File: config.mk
export PLATFORM = sky130hd
export DESIGN_NAME = rom_loader_flat
export DESIGN_NICKNAME = d
export VERILOG_FILES = /design/src/rtl/rom_loader_if.sv /design/src/rtl/rom_loader.sv /design/src/flat_wrapper.sv
export SDC_FILE = /design/constraint.sdc
export NUM_CORES = 1
export LEC_CHECK = 0
export BUFFER_PORTS_ARGS = -buffer_cell sky130_fd_sc_hd__buf_2
export CORE_AREA = 2 2 82 84
export CTS_CLUSTER_DIAMETER = 80
export DETAILED_ROUTE_END_ITERATION = 6
export DIE_AREA = 0 0 84 86
export MAX_ROUTING_LAYER = met4
export PLACE_DENSITY = 0.84
export SETUP_SLACK_MARGIN = 0.4
export SKIP_CTS_REPAIR_TIMING = 1
export SYNTH_ARGS = -nofsm -noshare
export SYNTH_HDL_FRONTEND = slang
export SYNTH_SLANG_ARGS = --single-unit
File: constraint.sdc
create_clock -name ph1 -period 4.8 [get_ports ph1]
set_clock_uncertainty 0.05 [all_clocks]
set_input_delay 0.96 -clock ph1 [delete_from_list [all_inputs] [get_ports ph1]]
set_output_delay 0.96 -clock ph1 [all_outputs]
set_load 0.05 [all_outputs]
File: src/rtl/rom_loader_if.sv
// Load-stream handshake plus ROM write port and CPU release/status signals of rom_loader.
// The master drives the byte stream; the slave is the loader.
interface rom_loader_if #(
  parameter int unsigned ADDR_W = 12
);
  logic              load_valid;
  logic [7:0]        load_data;
  logic              load_ready;
  logic              mem_we;
  logic [ADDR_W-1:0] mem_addr;
  logic [7:0]        mem_wdata;
  logic              cpu_resetb;
  logic              done;
  logic              err;

  modport master (
    output load_valid, load_data,
    input  load_ready, mem_we, mem_addr, mem_wdata, cpu_resetb, done, err
  );

  modport slave (
    input  load_valid, load_data,
    output load_ready, mem_we, mem_addr, mem_wdata, cpu_resetb, done, err
  );
endinterface

File: src/rtl/rom_loader.sv
// Boot ROM loader: parses an address/length/data/checksum byte stream, writes the ROM,
// then releases the CPU reset a fixed delay after a good checksum.
module rom_loader #(
  parameter int unsigned ADDR_W      = 12,
  parameter int unsigned RELEASE_DLY = 4
) (
  input  logic         ph1,
  input  logic         reset,
  rom_loader_if.slave  bus
);

  localparam int unsigned LEN_W     = 16;
  localparam int unsigned ROM_BYTES = 32'(1) << ADDR_W;
  localparam int unsigned DLY_W     = (RELEASE_DLY > 1) ? $clog2(RELEASE_DLY) : 1;

  typedef enum logic [3:0] {
    A_LO, A_HI, L_LO, L_HI, DATA, CSUM, HOLD, RUN, ERR
  } state_e;

  state_e            state_q;
  logic [7:0]        lo_q;
  logic [ADDR_W-1:0] wr_addr_q, wr_addr_d;
  logic [LEN_W-1:0]  cnt_q, cnt_d;
  logic [7:0]        acc_q, acc_d;
  logic [DLY_W-1:0]  dly_q;
  logic              ready_q;
  logic              we_q;
  logic [ADDR_W-1:0] addr_q;
  logic [7:0]        wdata_q;
  logic              resetb_q;
  logic              done_q;
  logic              err_q;

  logic              accept;
  logic [LEN_W-1:0]  len_n;

  // Byte handshake and the next values of the data-phase registers.
  always_comb begin
    accept    = bus.load_valid & ready_q;
    len_n     = {bus.load_data, lo_q};
    wr_addr_d = wr_addr_q + ADDR_W'(1);
    cnt_d     = cnt_q - LEN_W'(1);
    acc_d     = acc_q ^ bus.load_data;
  end

  // Stream parser FSM with registered outputs; lo_q latches the low byte of both header fields.
  always_ff @(posedge ph1) begin
    if (reset) begin
      state_q   <= A_LO;
      lo_q      <= 8'd0;
      wr_addr_q <= '0;
      cnt_q     <= '0;
      acc_q     <= 8'd0;
      dly_q     <= '0;
      ready_q   <= 1'b1;
      we_q      <= 1'b0;
      addr_q    <= '0;
      wdata_q   <= 8'd0;
      resetb_q  <= 1'b0;
      done_q    <= 1'b0;
      err_q     <= 1'b0;
    end else begin
      we_q <= 1'b0;
      case (state_q)
        A_LO: if (accept) begin
          lo_q    <= bus.load_data;
          state_q <= A_HI;
        end
        A_HI: if (accept) begin
          wr_addr_q <= ADDR_W'({bus.load_data, lo_q});
          state_q   <= L_LO;
        end
        L_LO: if (accept) begin
          lo_q    <= bus.load_data;
          state_q <= L_HI;
        end
        L_HI: if (accept) begin
          if (len_n == '0) begin
            state_q <= CSUM;
          end else if (32'(len_n) > ROM_BYTES) begin
            state_q <= ERR;
            err_q   <= 1'b1;
            ready_q <= 1'b0;
          end else begin
            cnt_q   <= len_n;
            state_q <= DATA;
          end
        end
        DATA: if (accept) begin
          we_q      <= 1'b1;
          addr_q    <= wr_addr_q;
          wdata_q   <= bus.load_data;
          wr_addr_q <= wr_addr_d;
          acc_q     <= acc_d;
          cnt_q     <= cnt_d;
          if (cnt_q == LEN_W'(1)) state_q <= CSUM;
        end
        CSUM: if (accept) begin
          ready_q <= 1'b0;
          dly_q   <= '0;
          if (bus.load_data == acc_q) begin
            state_q <= HOLD;
          end else begin
            state_q <= ERR;
            err_q   <= 1'b1;
          end
        end
        // Release delay: HOLD lasts exactly RELEASE_DLY cycles.
        HOLD: begin
          if (dly_q == DLY_W'(RELEASE_DLY - 1)) begin
            state_q  <= RUN;
            resetb_q <= 1'b1;
            done_q   <= 1'b1;
          end else begin
            dly_q <= dly_q + DLY_W'(1);
          end
        end
        RUN, ERR: ;
        default: begin
          state_q <= ERR;
          err_q   <= 1'b1;
          ready_q <= 1'b0;
        end
      endcase
    end
  end

  assign bus.load_ready = ready_q;
  assign bus.mem_we     = we_q;
  assign bus.mem_addr   = addr_q;
  assign bus.mem_wdata  = wdata_q;
  assign bus.cpu_resetb = resetb_q;
  assign bus.done       = done_q;
  assign bus.err        = err_q;

endmodule
File: src/flat_wrapper.sv
// flat-port wrapper written by rule: the top's interface ports become plain ports
module rom_loader_flat 
#(
  parameter int unsigned ADDR_W      = 12,
  parameter int unsigned RELEASE_DLY = 4
)
  (ph1, reset, bus_load_valid, bus_load_data, bus_load_ready, bus_mem_we, bus_mem_addr, bus_mem_wdata, bus_cpu_resetb, bus_done, bus_err);
  rom_loader_if #(.ADDR_W(ADDR_W)) bus_i ();
  input  logic ph1;
  input  logic reset;
  input wire logic [$bits(bus_i.load_valid)-1:0] bus_load_valid;
  input wire logic [$bits(bus_i.load_data)-1:0] bus_load_data;
  output wire logic [$bits(bus_i.load_ready)-1:0] bus_load_ready;
  output wire logic [$bits(bus_i.mem_we)-1:0] bus_mem_we;
  output wire logic [$bits(bus_i.mem_addr)-1:0] bus_mem_addr;
  output wire logic [$bits(bus_i.mem_wdata)-1:0] bus_mem_wdata;
  output wire logic [$bits(bus_i.cpu_resetb)-1:0] bus_cpu_resetb;
  output wire logic [$bits(bus_i.done)-1:0] bus_done;
  output wire logic [$bits(bus_i.err)-1:0] bus_err;
  assign bus_i.load_valid = bus_load_valid;
  assign bus_i.load_data = bus_load_data;
  assign bus_load_ready = bus_i.load_ready;
  assign bus_mem_we = bus_i.mem_we;
  assign bus_mem_addr = bus_i.mem_addr;
  assign bus_mem_wdata = bus_i.mem_wdata;
  assign bus_cpu_resetb = bus_i.cpu_resetb;
  assign bus_done = bus_i.done;
  assign bus_err = bus_i.err;
  rom_loader #(.ADDR_W(ADDR_W), .RELEASE_DLY(RELEASE_DLY)) u_core (.ph1(ph1), .reset(reset), .bus(bus_i));
endmodule
==> summary.md <==
| Metric | Value |
|---|---|
| Worst r2r dst | u_core.state_q[1] |
| GRT Total Usage | 29.2% |
| Antenna violations before repair | 0 |
| Total routed wirelength | 9870 um |
| Post-synth net total | 490 |
| ANT nets after route | 0 |
| First-pass DRT Iterations | 5 |
| Reg area | 1480 um^2 |
| Worst path required time | 5.03 ns |
| Total power | 1.23 mW |
| Gate power share | 8.3% |
| Final net count | 500 |
| Via Count | 3689 |
| Peak Freq | 0.338 GHz |
| Most common cell after layout, fill and taps aside | dfxtp_1 |
| Least-Margin Pin Slew | 1.16 ns |
| Number of global-route vias before repair | 3364 |
| Share of cells above drive strength 1 | 13.7% |
| Crit Path Class | register to register |
| Post-Syn Area | 3790 um^2 |
| Post-synthesis sequential area ratio | 39.1% |
| Post-synthesis cell count | 475 |
| Antenna Cells | 0 |
| Most frequent cells in the layout | dfxtp_1 (74), nand2_1 (73), a21oi_1 (44) |
| Hold Crit Start | u_core.bus.mem_addr[2] |
| Switching share of total power | 26.4% |
| Die height | 86 um |
| Worst hold path endpoint | u_core.bus.mem_addr[2] |
| CTS buffer count | 9 |
| HPWL Detailed | 6530 um |
| Num rows | 29 |
| Die Area | 7220 um^2 |
| Area grow syn2layout | 9.15% |
| Sink Count | 74 |
| Filler Cell Count | 532 |
| Iteration-0 DRC Markers | 569 |
| Cell taking the most area after synthesis | dfxtp_1 |
| H-tree depth | 3 |
| Sequential Power Share | 52.4% |
| Clock-pin slew on the worst setup and hold paths | 0.08 ns |
| Mapped Avg Cell Area | 7.97 um^2 |
| Sw Pwr | 324 uW |
| Tmin final | 2.96 ns |
| CP Data Arrival Time | 3.19 ns |
| Ys Warns | 0 |
| Placer Congestion | 0.879 |
| Power per cell area | 297 nW/um^2 |
| Setup TNS | 0 ns |
| Io pins | 36 |
| Worst hold path class | register to register |
| Max-Slew Margin vs Limit | 21.7% |
| Crit. Startpoint | u_core.state_q[3] |
| Via density | 6.51 |
| Max-Cap Viols | 0 |
| Area of the multi-input gates | 2130 um^2 |
| Worst hold stages | 2 |
| Largest net degree at the start of global routing | 72 |
| Initial Util | 60.3% |
| Worst-Skew Late Latency | 0.35 ns |
| WL/cell | 17.4 um |
| Leakage | 1.54 nW |
| I/O Buffers | 35 |
| Synth top area share | 39.1% |
| Worst reg2reg setup slack | 1.84 ns |
| RSZ-0062 raised after global routing | no |
| Final Cycle Share | 61.7% |
| Core region area | 6280 um^2 |
| Clk buf depth | 2 |
| FF-to-FF path depth | 4 |
| Final setup violation count | 0 |
| Seq cells post-synth | 74 |
| CTS tree | built |
| Ys flop type | dfxtp_1 |
| Outcome | complete, no violations |
| CTS root buf | clkbuf_8 |
| Die width | 84 um |
| First-pass GRT wire length | 16500 um |
| Fin. max-slew vios | 0 |
| Clock power frac | 39.3% |
| Final hold vios | 0 |
| DR DRC count | 0 |
| CP max FO | 53 |
| Total congestion overflow | 0 |
| Crit end category | register |
| Synth cell types | 59 |
| Synth area leaders | dfxtp_1 (39%), nand2_1 (7.2%), a21oi_1 (5.8%), nor2_1 (4.1%), xor2_1 (3.7%) |
| FFs w/ async S/R, synth | 0% |
| VDD IR max | 230 uV |
| Setup crit start kind | register |
| Post-synth EDFFs | 0 |
| Reg2reg start | u_core.state_q[3] |
| Internal power | 905 uW |
worst max-delay path: stages (launching register included):
cell and delay [ns]:
dfxtp_1 0.74, or4b_2 0.95, o221ai_1 0.49, a2111o_1 0.49, a31oi_1 0.16
state kept, by name (all words and copies together) (netlist names):
name	flops
u_core.lo_q	8
u_core.bus.err	1
u_core.bus.mem_we	1
u_core.bus.mem_addr	12
u_core.bus.load_ready	1
u_core.cnt_q	16
u_core.state_q	4
u_core.dly_q	2
u_core.acc_q	8
u_core.bus.cpu_resetb	1
u_core.wr_addr_q	12
u_core.bus.mem_wdata	8
final cells by class:
class                      count  share of cell area (%)
clock buffer                  10                    3.09
inverter                       6                   0.545
clock inverter                 6                    1.60
multi-input combinational    354                    51.4
timing repair buffer          40                    5.15
sequential                    74                    35.8
tap                           77                    2.33
through the flow:
| step | utilization (%) | setup WS, ns | hold WS [ns] | cell area (um^2) | std cells |
|---|---|---|---|---|---|
| CTS | 65.8 | 1.89 | 0.405 | 4130 | 567 |
| finish | 65.8 | 1.84 | 0.402 | 4130 | 567 |
| detailed placement | 62.7 | 1.60 | 0.393 | 3940 | 551 |
| floorplan | - | 1.89 | 0.392 | 3790 | 475 |
| global route | 65.8 | 1.62 | 0.422 | 4130 | 567 |
| global placement | 62.7 | 1.68 | 0.389 | 3940 | 551 |
synthesized netlist by cell type (4+ instances only):
cell and n:
o21ai_0 27, or4_1 8, o31ai_1 16, nand3_1 5, nand2_1 73, o31a_1 8
o211ai_1 10, and2_1 4, clkbuf_1 34, mux2i_1 9, nor2_1 41, a21oi_1 44
dfxtp_1 74, xor2_1 16, nor3_1 13, nor4_1 8, or3_1 4, a31oi_1 5
inv_1 6, nand2b_1 4, ha_1 4
power by group through the flow:
stage / sequential [mW] / combinational, mW / clock [mW]
finish: 0.644 / 0.102 / 0.483
global route: 0.646 / 0.112 / 0.513
CTS: 0.643 / 0.100 / 0.485
detailed placement: 0.657 / 0.0991 / 0
global placement: 0.656 / 0.0972 / 0
floorplan: 0.646 / 0.0813 / 0
cell families (layout without fill, tap and decap cells):
family / Yosys count / after routing / share of synthesized area [%]
AND/OR/NAND/NOR: 183 / 183 / 23.8
buffers and inverters: 47 / 62 / 5.06
AO/OA/AOI/OAI: 139 / 139 / 23.9
multiplexers: 10 / 10 / 2.68
adder cells (fa/ha/maj): 4 / 4 / 1.32
flip-flops: 74 / 74 / 39.1
XOR/XNOR: 18 / 18 / 4.16
how the worst max path moves through the flow:
| stage | end | slack (ns) | cells after the start |
|---|---|---|---|
| 5_1_grt | u_core.state_q[1] | 1.62 | 4 |
| 2_1_floorplan | u_core.state_q[0] | 1.89 | 6 |
| 4_1_cts | u_core.cnt_q[14] | 1.89 | 6 |
| 3_3_place_gp | u_core.cnt_q[9] | 1.68 | 6 |
| 3_5_place_dp | u_core.cnt_q[14] | 1.60 | 7 |
| 6_report | u_core.state_q[1] | 1.84 | 4 |
routing by layer:
| layer | wire length, um | vias to the layer above | GRT usage, % |
|---|---|---|---|
| met5 | 0 | - | - |
| met4 | 297 | 0 | 12.6 |
| met3 | 822 | 36 | 6.93 |
| met2 | 4620 | 181 | 45.0 |
| met1 | 4130 | 1729 | 36.8 |
| li1 | - | 1743 | - |
Note: power is estimated with default switching activity, not from simulation.
